[src/rtl/rv32_multicycle_core.sv]
// rv32_multicycle_core: multicycle RV32I core on a single shared memory port.
//   Every instruction walks FETCH -> WAIT_INST -> EXECUTE. Loads continue
//   through WAIT_DATA, and stores continue through STORE -> WAIT_WRITE.
//   Any illegal, misaligned or ECALL/EBREAK instruction parks the core in HALT.
//   Only reset leaves HALT.
// Parameters: RESET_ADDR (reset pc), ADDR_WIDTH (driven address bits, 8..32),
//   NUM_REGS (32 = RV32I, 16 = RV32E).
// Optional: define RV32_CORE_COUNTERS_EN to add cycle/instret counters that
//   are readable with CSRRS rd,csr,x0. Without it, every SYSTEM opcode halts.
// Ports:
//   clk_i, rst_i         clock, synchronous active-high reset
//   mem_addr_o           word-aligned byte address, truncated to ADDR_WIDTH
//   mem_rstrb_o          one-cycle read strobe
//   mem_rdata_i          read data; valid once mem_rbusy_i is low after the strobe
//   mem_rbusy_i          read in progress
//   mem_wmask_o          byte enables, nonzero for one cycle per store
//   mem_wdata_o          store data, byte/half replicated across lanes
//   mem_wbusy_i          write in progress
//   halted_o             core stopped
module rv32_multicycle_core #(
    parameter logic [31:0] RESET_ADDR = 32'h0000_0000,
    parameter int unsigned ADDR_WIDTH = 24,
    parameter int unsigned NUM_REGS   = 32
) (
    input  logic        clk_i,
    input  logic        rst_i,
    output logic [31:0] mem_addr_o,
    output logic        mem_rstrb_o,
    input  logic [31:0] mem_rdata_i,
    input  logic        mem_rbusy_i,
    output logic [3:0]  mem_wmask_o,
    output logic [31:0] mem_wdata_o,
    input  logic        mem_wbusy_i,
    output logic        halted_o
);
    localparam int unsigned RIDX_W     = $clog2(NUM_REGS);
    localparam logic [63:0] AMASK_FULL = (64'd1 << ADDR_WIDTH) - 64'd1;
    localparam logic [31:0] ADDR_MASK  = AMASK_FULL[31:0] & 32'hFFFF_FFFC;

    localparam logic [6:0] OPC_LUI    = 7'b0110111;
    localparam logic [6:0] OPC_AUIPC  = 7'b0010111;
    localparam logic [6:0] OPC_JAL    = 7'b1101111;
    localparam logic [6:0] OPC_JALR   = 7'b1100111;
    localparam logic [6:0] OPC_BRANCH = 7'b1100011;
    localparam logic [6:0] OPC_LOAD   = 7'b0000011;
    localparam logic [6:0] OPC_STORE  = 7'b0100011;
    localparam logic [6:0] OPC_OPIMM  = 7'b0010011;
    localparam logic [6:0] OPC_OP     = 7'b0110011;
    localparam logic [6:0] OPC_FENCE  = 7'b0001111;
    localparam logic [6:0] OPC_SYSTEM = 7'b1110011;

    typedef enum logic [2:0] {
        FETCH, WAIT_INST, EXECUTE, WAIT_DATA, STORE, WAIT_WRITE, HALT
    } state_t;

    state_t      state_q;
    logic [31:0] pc_q, instr_q, rs1_q, rs2_q, addr_q, wdata_q;
    logic        rstrb_q, halted_q;
    logic [3:0]  wmask_q;
    logic [1:0]  ea_lo_q;
    logic [31:0] regs_q [NUM_REGS];
`ifdef RV32_CORE_COUNTERS_EN
    logic [63:0] cycle_q, instret_q;
    logic        retire;
`endif

    // Decode fields
    logic [6:0]  opcode, f7;
    logic [2:0]  f3;
    logic [4:0]  rd_idx, rs1_idx, rs2_idx;
    logic [31:0] imm_i, imm_s, imm_b, imm_u, imm_j;

    assign opcode  = instr_q[6:0];
    assign rd_idx  = instr_q[11:7];
    assign f3      = instr_q[14:12];
    assign rs1_idx = instr_q[19:15];
    assign rs2_idx = instr_q[24:20];
    assign f7      = instr_q[31:25];
    assign imm_i   = {{20{instr_q[31]}}, instr_q[31:20]};
    assign imm_s   = {{20{instr_q[31]}}, instr_q[31:25], instr_q[11:7]};
    assign imm_b   = {{19{instr_q[31]}}, instr_q[31], instr_q[7], instr_q[30:25], instr_q[11:8], 1'b0};
    assign imm_u   = {instr_q[31:12], 12'b0};
    assign imm_j   = {{11{instr_q[31]}}, instr_q[31], instr_q[19:12], instr_q[20], instr_q[30:21], 1'b0};

    logic        illegal, use_rd, use_rs1, use_rs2, bad_reg, is_load, is_store;
    logic        misaligned, taken, redirect, halt_now, rd_we;
    logic [31:0] op_b, alu, csr_val, mem_ea, next_pc, rd_val, st_data, ld_word, ld_val;
    logic [4:0]  shamt;
    logic [3:0]  st_mask;

    // Legality and register usage per format
    always_comb begin
        illegal = 1'b0;
        use_rd  = 1'b0;
        use_rs1 = 1'b0;
        use_rs2 = 1'b0;
        csr_val = '0;
        case (opcode)
            OPC_LUI, OPC_AUIPC, OPC_JAL: use_rd = 1'b1;
            OPC_JALR: begin
                use_rd = 1'b1; use_rs1 = 1'b1;
                illegal = (f3 != 3'd0);
            end
            OPC_BRANCH: begin
                use_rs1 = 1'b1; use_rs2 = 1'b1;
                illegal = (f3 == 3'd2) || (f3 == 3'd3);
            end
            OPC_LOAD: begin
                use_rd = 1'b1; use_rs1 = 1'b1;
                illegal = (f3 == 3'd3) || (f3 == 3'd6) || (f3 == 3'd7);
            end
            OPC_STORE: begin
                use_rs1 = 1'b1; use_rs2 = 1'b1;
                illegal = (f3 > 3'd2);
            end
            OPC_OPIMM: begin
                use_rd = 1'b1; use_rs1 = 1'b1;
                if (f3 == 3'd1) illegal = (f7 != 7'h00);
                else if (f3 == 3'd5) illegal = (f7 != 7'h00) && (f7 != 7'h20);
            end
            OPC_OP: begin
                use_rd = 1'b1; use_rs1 = 1'b1; use_rs2 = 1'b1;
                illegal = !((f7 == 7'h00) || ((f7 == 7'h20) && ((f3 == 3'd0) || (f3 == 3'd5))));
            end
            OPC_FENCE: illegal = (f3 != 3'd0);
`ifdef RV32_CORE_COUNTERS_EN
            OPC_SYSTEM: begin
                // Only counter reads via CSRRS rd,csr,x0; ECALL/EBREAK land here too
                if (f3 == 3'd2 && rs1_idx == 5'd0) begin
                    use_rd = 1'b1;
                    case (instr_q[31:20])
                        12'hC00: csr_val = cycle_q[31:0];
                        12'hC80: csr_val = cycle_q[63:32];
                        12'hC02: csr_val = instret_q[31:0];
                        12'hC82: csr_val = instret_q[63:32];
                        default: illegal = 1'b1;
                    endcase
                end else begin
                    illegal = 1'b1;
                end
            end
`else
            OPC_SYSTEM: illegal = 1'b1;
`endif
            default: illegal = 1'b1;
        endcase
    end

    assign bad_reg = (use_rd  && (32'(rd_idx)  >= NUM_REGS)) ||
                     (use_rs1 && (32'(rs1_idx) >= NUM_REGS)) ||
                     (use_rs2 && (32'(rs2_idx) >= NUM_REGS));

    // ALU; SUB only for register-register ops
    always_comb begin
        op_b  = (opcode == OPC_OP) ? rs2_q : imm_i;
        shamt = op_b[4:0];
        case (f3)
            3'd0:    alu = (opcode == OPC_OP && f7[5]) ? rs1_q - op_b : rs1_q + op_b;
            3'd1:    alu = rs1_q << shamt;
            3'd2:    alu = {31'b0, $signed(rs1_q) < $signed(op_b)};
            3'd3:    alu = {31'b0, rs1_q < op_b};
            3'd4:    alu = rs1_q ^ op_b;
            3'd5:    alu = f7[5] ? 32'($signed(rs1_q) >>> shamt) : rs1_q >> shamt;
            3'd6:    alu = rs1_q | op_b;
            default: alu = rs1_q & op_b;
        endcase
    end

    always_comb begin
        case (f3)
            3'd0:    taken = (rs1_q == rs2_q);
            3'd1:    taken = (rs1_q != rs2_q);
            3'd4:    taken = ($signed(rs1_q) < $signed(rs2_q));
            3'd5:    taken = ($signed(rs1_q) >= $signed(rs2_q));
            3'd6:    taken = (rs1_q < rs2_q);
            3'd7:    taken = (rs1_q >= rs2_q);
            default: taken = 1'b0;
        endcase
    end

    // Next pc, write-back value and memory side
    always_comb begin
        next_pc  = pc_q + 32'd4;
        redirect = 1'b0;
        rd_val   = '0;
        case (opcode)
            OPC_LUI:   rd_val = imm_u;
            OPC_AUIPC: rd_val = pc_q + imm_u;
            OPC_JAL: begin
                rd_val = pc_q + 32'd4; next_pc = pc_q + imm_j; redirect = 1'b1;
            end
            OPC_JALR: begin
                rd_val = pc_q + 32'd4; next_pc = (rs1_q + imm_i) & 32'hFFFF_FFFE; redirect = 1'b1;
            end
            OPC_BRANCH: if (taken) begin
                next_pc = pc_q + imm_b; redirect = 1'b1;
            end
            OPC_OP, OPC_OPIMM: rd_val = alu;
            OPC_SYSTEM:        rd_val = csr_val;
            default:           rd_val = '0;
        endcase
    end

    assign is_load    = (opcode == OPC_LOAD);
    assign is_store   = (opcode == OPC_STORE);
    assign mem_ea     = rs1_q + (is_store ? imm_s : imm_i);
    assign misaligned = (is_load || is_store) &&
                        (((f3[1:0] == 2'd1) && mem_ea[0]) || ((f3[1:0] == 2'd2) && (mem_ea[1:0] != 2'b00)));
    assign halt_now   = illegal || bad_reg || misaligned || (redirect && (next_pc[1:0] != 2'b00));
    assign rd_we      = use_rd && !is_load && (rd_idx != 5'd0);

    always_comb begin
        case (f3[1:0])
            2'd0:    st_data = {4{rs2_q[7:0]}};
            2'd1:    st_data = {2{rs2_q[15:0]}};
            default: st_data = rs2_q;
        endcase
        case (f3[1:0])
            2'd0:    st_mask = 4'b0001 << ea_lo_q;
            2'd1:    st_mask = ea_lo_q[1] ? 4'b1100 : 4'b0011;
            default: st_mask = 4'b1111;
        endcase
    end

    always_comb begin
        ld_word = mem_rdata_i >> {ea_lo_q, 3'b000};
        case (f3)
            3'd0:    ld_val = {{24{ld_word[7]}}, ld_word[7:0]};
            3'd1:    ld_val = {{16{ld_word[15]}}, ld_word[15:0]};
            3'd4:    ld_val = {24'b0, ld_word[7:0]};
            3'd5:    ld_val = {16'b0, ld_word[15:0]};
            default: ld_val = ld_word;
        endcase
    end

`ifdef RV32_CORE_COUNTERS_EN
    assign retire = (state_q == EXECUTE && !halt_now && !is_load && !is_store) ||
                    (state_q == WAIT_DATA && !rstrb_q && !mem_rbusy_i) ||
                    (state_q == WAIT_WRITE && wmask_q == 4'b0 && !mem_wbusy_i);
`endif

    // Strobes are registered, so the waiting states skip the cycle in which
    // their own strobe is still visible; memory responds only after it.
    always_ff @(posedge clk_i) begin
        if (rst_i) begin
            state_q  <= FETCH;
            pc_q     <= RESET_ADDR;
            instr_q  <= '0;
            rs1_q    <= '0;
            rs2_q    <= '0;
            addr_q   <= RESET_ADDR & ADDR_MASK;
            wdata_q  <= '0;
            rstrb_q  <= 1'b0;
            wmask_q  <= '0;
            ea_lo_q  <= '0;
            halted_q <= 1'b0;
            for (int unsigned i = 0; i < NUM_REGS; i++) regs_q[i] <= '0;
`ifdef RV32_CORE_COUNTERS_EN
            cycle_q   <= '0;
            instret_q <= '0;
`endif
        end else begin
            rstrb_q <= 1'b0;
            wmask_q <= '0;
`ifdef RV32_CORE_COUNTERS_EN
            if (state_q != HALT) cycle_q <= cycle_q + 64'd1;
            if (retire) instret_q <= instret_q + 64'd1;
`endif
            case (state_q)
                FETCH: begin
                    addr_q  <= pc_q & ADDR_MASK;
                    rstrb_q <= 1'b1;
                    state_q <= WAIT_INST;
                end
                WAIT_INST: if (!rstrb_q && !mem_rbusy_i) begin
                    instr_q <= mem_rdata_i;
                    rs1_q   <= regs_q[mem_rdata_i[15 +: RIDX_W]];
                    rs2_q   <= regs_q[mem_rdata_i[20 +: RIDX_W]];
                    state_q <= EXECUTE;
                end
                EXECUTE: begin
                    if (halt_now) begin
                        halted_q <= 1'b1;
                        state_q  <= HALT;
                    end else if (is_load) begin
                        addr_q  <= mem_ea & ADDR_MASK;
                        ea_lo_q <= mem_ea[1:0];
                        rstrb_q <= 1'b1;
                        state_q <= WAIT_DATA;
                    end else if (is_store) begin
                        addr_q  <= mem_ea & ADDR_MASK;
                        ea_lo_q <= mem_ea[1:0];
                        wdata_q <= st_data;
                        state_q <= STORE;
                    end else begin
                        if (rd_we) regs_q[rd_idx[RIDX_W-1:0]] <= rd_val;
                        pc_q    <= next_pc;
                        state_q <= FETCH;
                    end
                end
                WAIT_DATA: if (!rstrb_q && !mem_rbusy_i) begin
                    if (rd_idx != 5'd0) regs_q[rd_idx[RIDX_W-1:0]] <= ld_val;
                    pc_q    <= pc_q + 32'd4;
                    state_q <= FETCH;
                end
                STORE: begin
                    wmask_q <= st_mask;
                    state_q <= WAIT_WRITE;
                end
                WAIT_WRITE: if (wmask_q == 4'b0 && !mem_wbusy_i) begin
                    pc_q    <= pc_q + 32'd4;
                    state_q <= FETCH;
                end
                default: begin
                    halted_q <= 1'b1;
                    state_q  <= HALT;
                end
            endcase
        end
    end

    // Gated so that nothing strobes during a reset cycle
    assign mem_rstrb_o = rstrb_q && !rst_i;
    assign mem_wmask_o = rst_i ? 4'b0 : wmask_q;
    assign mem_addr_o  = addr_q;
    assign mem_wdata_o = wdata_q;
    assign halted_o    = halted_q;

endmodule
[config.mk]
export PLATFORM = sky130hd
export DESIGN_NAME = rv32_multicycle_core
export DESIGN_NICKNAME = d
export VERILOG_FILES = /design/src/rtl/rv32_multicycle_core.sv
export SDC_FILE = /design/constraint.sdc
export NUM_CORES = 2
export LEC_CHECK = 0
export CORE_ASPECT_RATIO = 1.2
export CORE_MARGIN = 1.5
export CORE_UTILIZATION = 40
export CTS_CLUSTER_SIZE = 40
export DETAILED_ROUTE_END_ITERATION = 8
export GPL_TIMING_DRIVEN = 1
export PLACE_DENSITY_LB_ADDON = 0.05
export SLEW_MARGIN = 5
export SYNTH_ARGS = -nofsm -noshare
export SYNTH_HDL_FRONTEND = slang
export SYNTH_SLANG_ARGS = --single-unit
export TNS_END_PERCENT = 20
[constraint.sdc]
create_clock -name clk_i -period 6.35 [get_ports clk_i]
set_input_delay 1.27 -clock clk_i [delete_from_list [all_inputs] [get_ports clk_i]]
set_output_delay 1.27 -clock clk_i [all_outputs]
set_load 0.1 [all_outputs]
; ---- Yosys cells after proc, flatten, opt, wreduce, memory -nomap -nowiden
; Memory sizes are Yosys's and may differ from the RTL's. A register that Yosys moved wholly into a read port is not among the register bits.
; Cells that the tools add are included.
[totals]
romBits = 0
ram_bits = 1024
memories = 1
elab_cells = 191
reg_bits = 139
latch_bits = 0
inputBits = 36
out_inout_bits = 70
[classes]
n_bitwise = 8
n_mux = 62
multipliers = 0
reduce_logical = 55
div = 0
eq_ne = 36
order_cmp = 7
addsub = 8
shifts = 5
[memory_table]
columns = name, depth, width, rd, rd_clocked_by_memory_dff, wr, line_no
row1 = regs_q, 32, 32, 2, 2, 32, 61  ; logic [31:0] regs_q [NUM_REGS];
[op_table]
columns = operator, count
row1 = $mux 32, 14
row2 = $pmux 32 s4, 2
row3 = $pmux 32 s7, 1
row4 = $pmux 32 s3, 2
row5 = $add 32x32->32, 5
row6 = $lt 32x32->1, 4
row7 = $pmux 32 s2, 2
row8 = $ge 32x32->1, 2
row9 = $shr 32x5->32, 2
row10 = $add 32x3->32 const B, 1
row11 = $and 32x32->32, 1
row12 = $eq 32x32->1, 1
row13 = $ne 32x32->1, 1
row14 = $or 32x32->32, 1
row15 = $reduce_or 32->1, 1
row16 = $shl 32x5->32, 1
row17 = $sshr 32x5->32, 1
row18 = $sub 32x32->32, 1
row19 = $xor 32x32->32, 1
row20 = $eq 7x6->1 const B, 4
row21 = $add 24x24->24, 1
row22 = $mux 1, 22
row23 = $eq 7x7->1 const B, 3
row24 = $eq 3x3->1 const B, 6
row25 = other kinds (42), 101

; ---- Depth between registers and ports, before layout
[logic_depth]
word_depth = 16
mapped_depth = 24
depth_no_buf = 19

; ---- Worst setup path before layout
; Ideal clock, no wire load.
[synth_timing]
path_kind = reg2reg
from = register instr_q[3]
to = memory regs_q[28][0], enable pin
path_slack_ns = 1.099
required_ns = 5.956
synth_period_minus_slack_ns = 5.251
setup_time_ns = 0.394
t_arrival_ns = 4.857
n_path_buf = 4
path_stages_with_launch = 22
cell_sequence = dfxtp_1 -> buf_2 -> nand4bb_1 -> buf_4 -> nor4_1 -> nand2_1 -> nand2_1 -> ha_1 -> inv_1 -> fa_1 -> nor2b_1 -> nand2b_1 -> a21oi_1 -> nor3_1 -> nor4_2 -> nand2_1 -> or2_1 -> buf_4 -> a211oi_4 -> buf_6 -> o21ai_2 -> nand2b_1
[synth_rtl]
columns = item, line_no
row1 = start: declaration, 57  ; logic [31:0] pc_q, instr_q, rs1_q, rs2_q, addr_q, wdata_q;
row2 = start signal: assignment, 276  ; instr_q <= mem_rdata_i;
row3 = end: declaration, 61

==> results_dict.tcl <==
set metrics [dict create \
    syn_inst 7001 \
    tritoncts.num_buffers 139 \
    antenna_found_initial 24 \
    syn_area_mm2 0.07952 \
    dp.cells 9430 \
    synth.largest_area_cell "sky130_fd_sc_hd__edfxtp_1" \
    final-max-slew-violation-count 0 \
    initial_utilization_pct 40.17 \
    synth_top_area_share_pct 38.67 \
    timing.critical_path.from_type "flop" \
    power_per_cell_area_mw_per_mm2 238.2 \
    timing.final.setup_violations 0 \
    die_height_um 491.4 \
    dieWidth_um 410.0 \
    clkSinkCount 1217 \
    yosys_warnings 0 \
    crit_slowest_cell "sky130_fd_sc_hd__a2111oi_2" \
    synth_enable_flop_cells 1024 \
    crit_chain "nand4bb_1, nor2_4, buf_4, mux2_2, inv_1, ha_1, inv_1, a2111oi_0, o21ai_0, a31oi_1, o41ai_2, a2111oi_2, o32ai_1, o41ai_2, xnor2_1, a211oi_4, buf_4, nor3_1" \
    routabilityCongestion 1.043 \
    final.min_clock_period_ns 6.178 \
    timing.critical_path.max_delay_family "compound AO/OA/AOI/OAI gates" \
    post-cts-setup-buffers 0 \
    vias 63500 \
    cts_tree "yes" \
    filler_cell_count 18570 \
    yosys_most_used_dff "sky130_fd_sc_hd__edfxtp_1" \
    path_max_fanout 31 \
    num-nets-final 7210 \
    worst_ir_drop_vdd_uv 307.3 \
    drt-pass1-iter-count 6 \
    synth.distinct_cells 115 \
    drcViolationCount 0 \
    grt.total_usage_pct 36.01 \
    final_util_pct 44.91 \
    cts_htree_levels 4 \
    place.port_buffers 95 \
    worstSetupPathType "reg2reg" \
    drv_cap 0 \
    clock.fmax_mhz 161.9 \
    worst_min_delay_path_class "reg2reg" \
    clock-root-buffer "sky130_fd_sc_hd__clkbuf_16" \
    end_kind "flop" \
    final_cells 9696 \
    whs_ns 0.4665 \
    cts-hold-fix-buffers 0 \
    leakage_nw 29.73 \
    final-hold-violation-count 0 \
    cts-resized-gates 0 \
    worstSkewPairLatency_ns 0.82 \
    synth-seq-area-share_pct 43.53 \
    setup_repair_after_global_routing_missed_its_margin "false" \
    required_ns 6.88 \
    critPathArrivalTime_ns 6.71 \
    fp.dieArea_mm2 0.2015 \
    drive_gt1_share_pct 20.46 \
    post_drt_via_cell_ratio 6.549 \
    run_status "completed" \
    routed_wl_um 367600 \
    area_growth_pct 11.82 \
    core.rowCount 179 \
    synthTopCellsByArea "sky130_fd_sc_hd__edfxtp_1, sky130_fd_sc_hd__mux4_2, sky130_fd_sc_hd__nor2_1" \
    dp_worst_setup_slack_ns 0.3011 \
    drt-initial-drc-count 7137 \
    post-route-period-util_pct 97.29 \
    pin_count_of_the_biggest_net_entering_global_routing 81 \
    wl_per_cell_um 37.91 \
    setup_slack_ns 0.1719 \
    place.detailed.hpwl_um 253300 \
    finalClockSkew_ns 0.06124 \
    clock_tree.buffer_depth 3 \
    max_stage_delay_ns 0.70 \
    postSynthRegisterBits 1217 \
    grt_pass1_wl_um 505100 \
    cts.reportedPaths.clkPinSlew_ns 0.06 \
    setup-tns-final_ns 0 \
    top_level_ports 106 \
    placeableCoreArea_mm2 0.1980 \
    synthesis.area_per_instance_um2 11.36 \
    async_reset_ff_share_pct 0 \
    post_detailed_route_count_of_antenna_violating_nets 0 \
    overflow 0 \
    grt_pass1_vias 62070 \
    critical_path.n_buffers_inverters 4 \
    maxSlewHeadroom_pct 2.270 \
    max_slew.worst_pin.slew_ns 1.466 \
]
sequential cells by signal, summed over array words and instances, names as in the netlist:
signal / count
ea_lo_q: 2
halted_o: 1
instr_q: 32
mem_addr_o: 22
mem_wdata_o: 32
pc_q: 32
regs_q: 1024
rs1_q: 32
rs2_q: 32
rstrb_q: 1
state_q: 3
wmask_q: 4
synthesized netlist by cell type (13+ instances only):
| cell | number |
|---|---|
| sky130_fd_sc_hd__or3_1 | 21 |
| sky130_fd_sc_hd__o32ai_1 | 13 |
| sky130_fd_sc_hd__o211ai_1 | 48 |
| sky130_fd_sc_hd__o21a_1 | 23 |
| sky130_fd_sc_hd__nor2_1 | 1263 |
| sky130_fd_sc_hd__ha_1 | 219 |
| sky130_fd_sc_hd__dfxtp_1 | 193 |
| sky130_fd_sc_hd__o22ai_1 | 52 |
| sky130_fd_sc_hd__a21o_1 | 94 |
| sky130_fd_sc_hd__o21bai_1 | 32 |
| sky130_fd_sc_hd__o21ai_0 | 257 |
| sky130_fd_sc_hd__and2_1 | 25 |
| sky130_fd_sc_hd__mux2_2 | 22 |
| sky130_fd_sc_hd__buf_2 | 173 |
| sky130_fd_sc_hd__a21oi_1 | 436 |
| sky130_fd_sc_hd__mux2i_1 | 225 |
| sky130_fd_sc_hd__xnor2_1 | 83 |
| sky130_fd_sc_hd__buf_1 | 78 |
| sky130_fd_sc_hd__nor3_1 | 137 |
| sky130_fd_sc_hd__nand4_1 | 36 |
| sky130_fd_sc_hd__mux4_2 | 657 |
| sky130_fd_sc_hd__a311oi_1 | 22 |
| sky130_fd_sc_hd__edfxtp_1 | 1024 |
| sky130_fd_sc_hd__a221oi_1 | 21 |
| sky130_fd_sc_hd__a22oi_1 | 23 |
| sky130_fd_sc_hd__o221ai_1 | 23 |
| sky130_fd_sc_hd__a211oi_2 | 62 |
| sky130_fd_sc_hd__xor2_1 | 60 |
| sky130_fd_sc_hd__a31oi_1 | 37 |
| sky130_fd_sc_hd__clkbuf_1 | 367 |
| sky130_fd_sc_hd__nand2_1 | 358 |
| sky130_fd_sc_hd__inv_1 | 163 |
| sky130_fd_sc_hd__buf_4 | 45 |
| sky130_fd_sc_hd__a211oi_1 | 157 |
| sky130_fd_sc_hd__o31ai_1 | 24 |
| sky130_fd_sc_hd__and3_1 | 20 |
| sky130_fd_sc_hd__nand2b_1 | 63 |
| sky130_fd_sc_hd__nor2b_1 | 67 |
| sky130_fd_sc_hd__nand3_1 | 76 |
| sky130_fd_sc_hd__o21ai_4 | 29 |
tightest hold or removal path, cell delays in order (launching register included):
cell	delay, ns
sky130_fd_sc_hd__dfxtp_1	0.30
sky130_fd_sc_hd__nand3_1	0.06
sky130_fd_sc_hd__a21oi_1	0.06
stage by stage:
step / area [µm²] / power, mW
floorplan: 79680 / 11.55
global placement: 84480 / 13.19
detailed placement: 84480 / 13.20
CTS: 88860 / 21.22
global route: 88890 / 21.71
finish: 88920 / 21.18
cells in the final DEF, fill, tap and decap left out, types with 32 or more instances in the layout:
cell type and count:
sky130_fd_sc_hd__nor2_1 1258, sky130_fd_sc_hd__edfxtp_1 1024, sky130_fd_sc_hd__mux4_2 657, sky130_fd_sc_hd__a21oi_1 429, sky130_fd_sc_hd__nand2_1 356, sky130_fd_sc_hd__buf_4 305, sky130_fd_sc_hd__o21ai_0 255, sky130_fd_sc_hd__mux2i_1 225
sky130_fd_sc_hd__ha_1 219, sky130_fd_sc_hd__dfxtp_1 189, sky130_fd_sc_hd__inv_1 163, sky130_fd_sc_hd__a211oi_1 155, sky130_fd_sc_hd__clkbuf_16 140, sky130_fd_sc_hd__nor3_1 135, sky130_fd_sc_hd__a21o_1 94, sky130_fd_sc_hd__clkdlybuf4s50_1 84
sky130_fd_sc_hd__xnor2_1 83, sky130_fd_sc_hd__nand3_1 75, sky130_fd_sc_hd__nor2b_1 67, sky130_fd_sc_hd__xor2_1 60, sky130_fd_sc_hd__a211oi_2 60, sky130_fd_sc_hd__o22ai_1 52, sky130_fd_sc_hd__o211ai_1 48, sky130_fd_sc_hd__buf_12 43
sky130_fd_sc_hd__conb_1 42, sky130_fd_sc_hd__o21ai_4 38, sky130_fd_sc_hd__clkbuf_1 38, sky130_fd_sc_hd__nand4_1 36, sky130_fd_sc_hd__a31oi_1 36, sky130_fd_sc_hd__nand2b_1 32, sky130_fd_sc_hd__o21bai_1 32
layout make-up:
cell class,count,area (µm²),share of cell area [%]
inverter,169,634.4,0.7134
timing repair buffer,440,4104,4.615
clock inverter,64,664.4,0.7472
antenna,18,45.04,0.05066
sequential,1217,34620,38.93
tap,2624,3283,3.692
clock buffer,183,3715,4.178
multi-input combinational,4981,41860,47.07
cells by family (layout without fill, tap and decap cells):
family	Yosys count	after routing	share of synthesized area, %
AO/OA/AOI/OAI	1521	1521	13.27
adder cells (fa/ha/maj)	226	226	3.622
XOR/XNOR	143	143	1.575
buffers and inverters	844	856	4.582
flip-flops	1217	1217	43.53
AND/OR/NAND/NOR	2144	2144	11.65
other	1	60	0.004716
multiplexers	905	905	21.77
power by group:
part | total [mW] | leakage, nW | switching (mW) | internal, mW
logic | 3.93 | 15.5 | 2.55 | 1.38
registers | 9.19 | 12.1 | 0.257 | 8.93
clock network | 8.06 | 2.13 | 3.56 | 4.51
worst paths after layout:
| path | startpoint | to | slack, ns | cells past startpoint |
|---|---|---|---|---|
| max | instr_q[6] | regs_q[1][29] | 0.17 | 18 |
| min | mem_addr_o[8] | mem_addr_o[8] | 0.47 | 2 |
| max reg2reg | instr_q[6] | regs_q[1][29] | 0.17 | 18 |
| min reg2reg | mem_addr_o[8] | mem_addr_o[8] | 0.47 | 2 |
per-layer routing:
layer  track usage (%)  wire length, µm  up-vias
met1             43.97           137300    32840
li1                  -                -    26530
met3             5.568            25880      878
met5                 0               73        -
met4             22.15            26530       10
met2             59.80           177800     3250
Note: power is estimated with default switching activity, not from simulation.
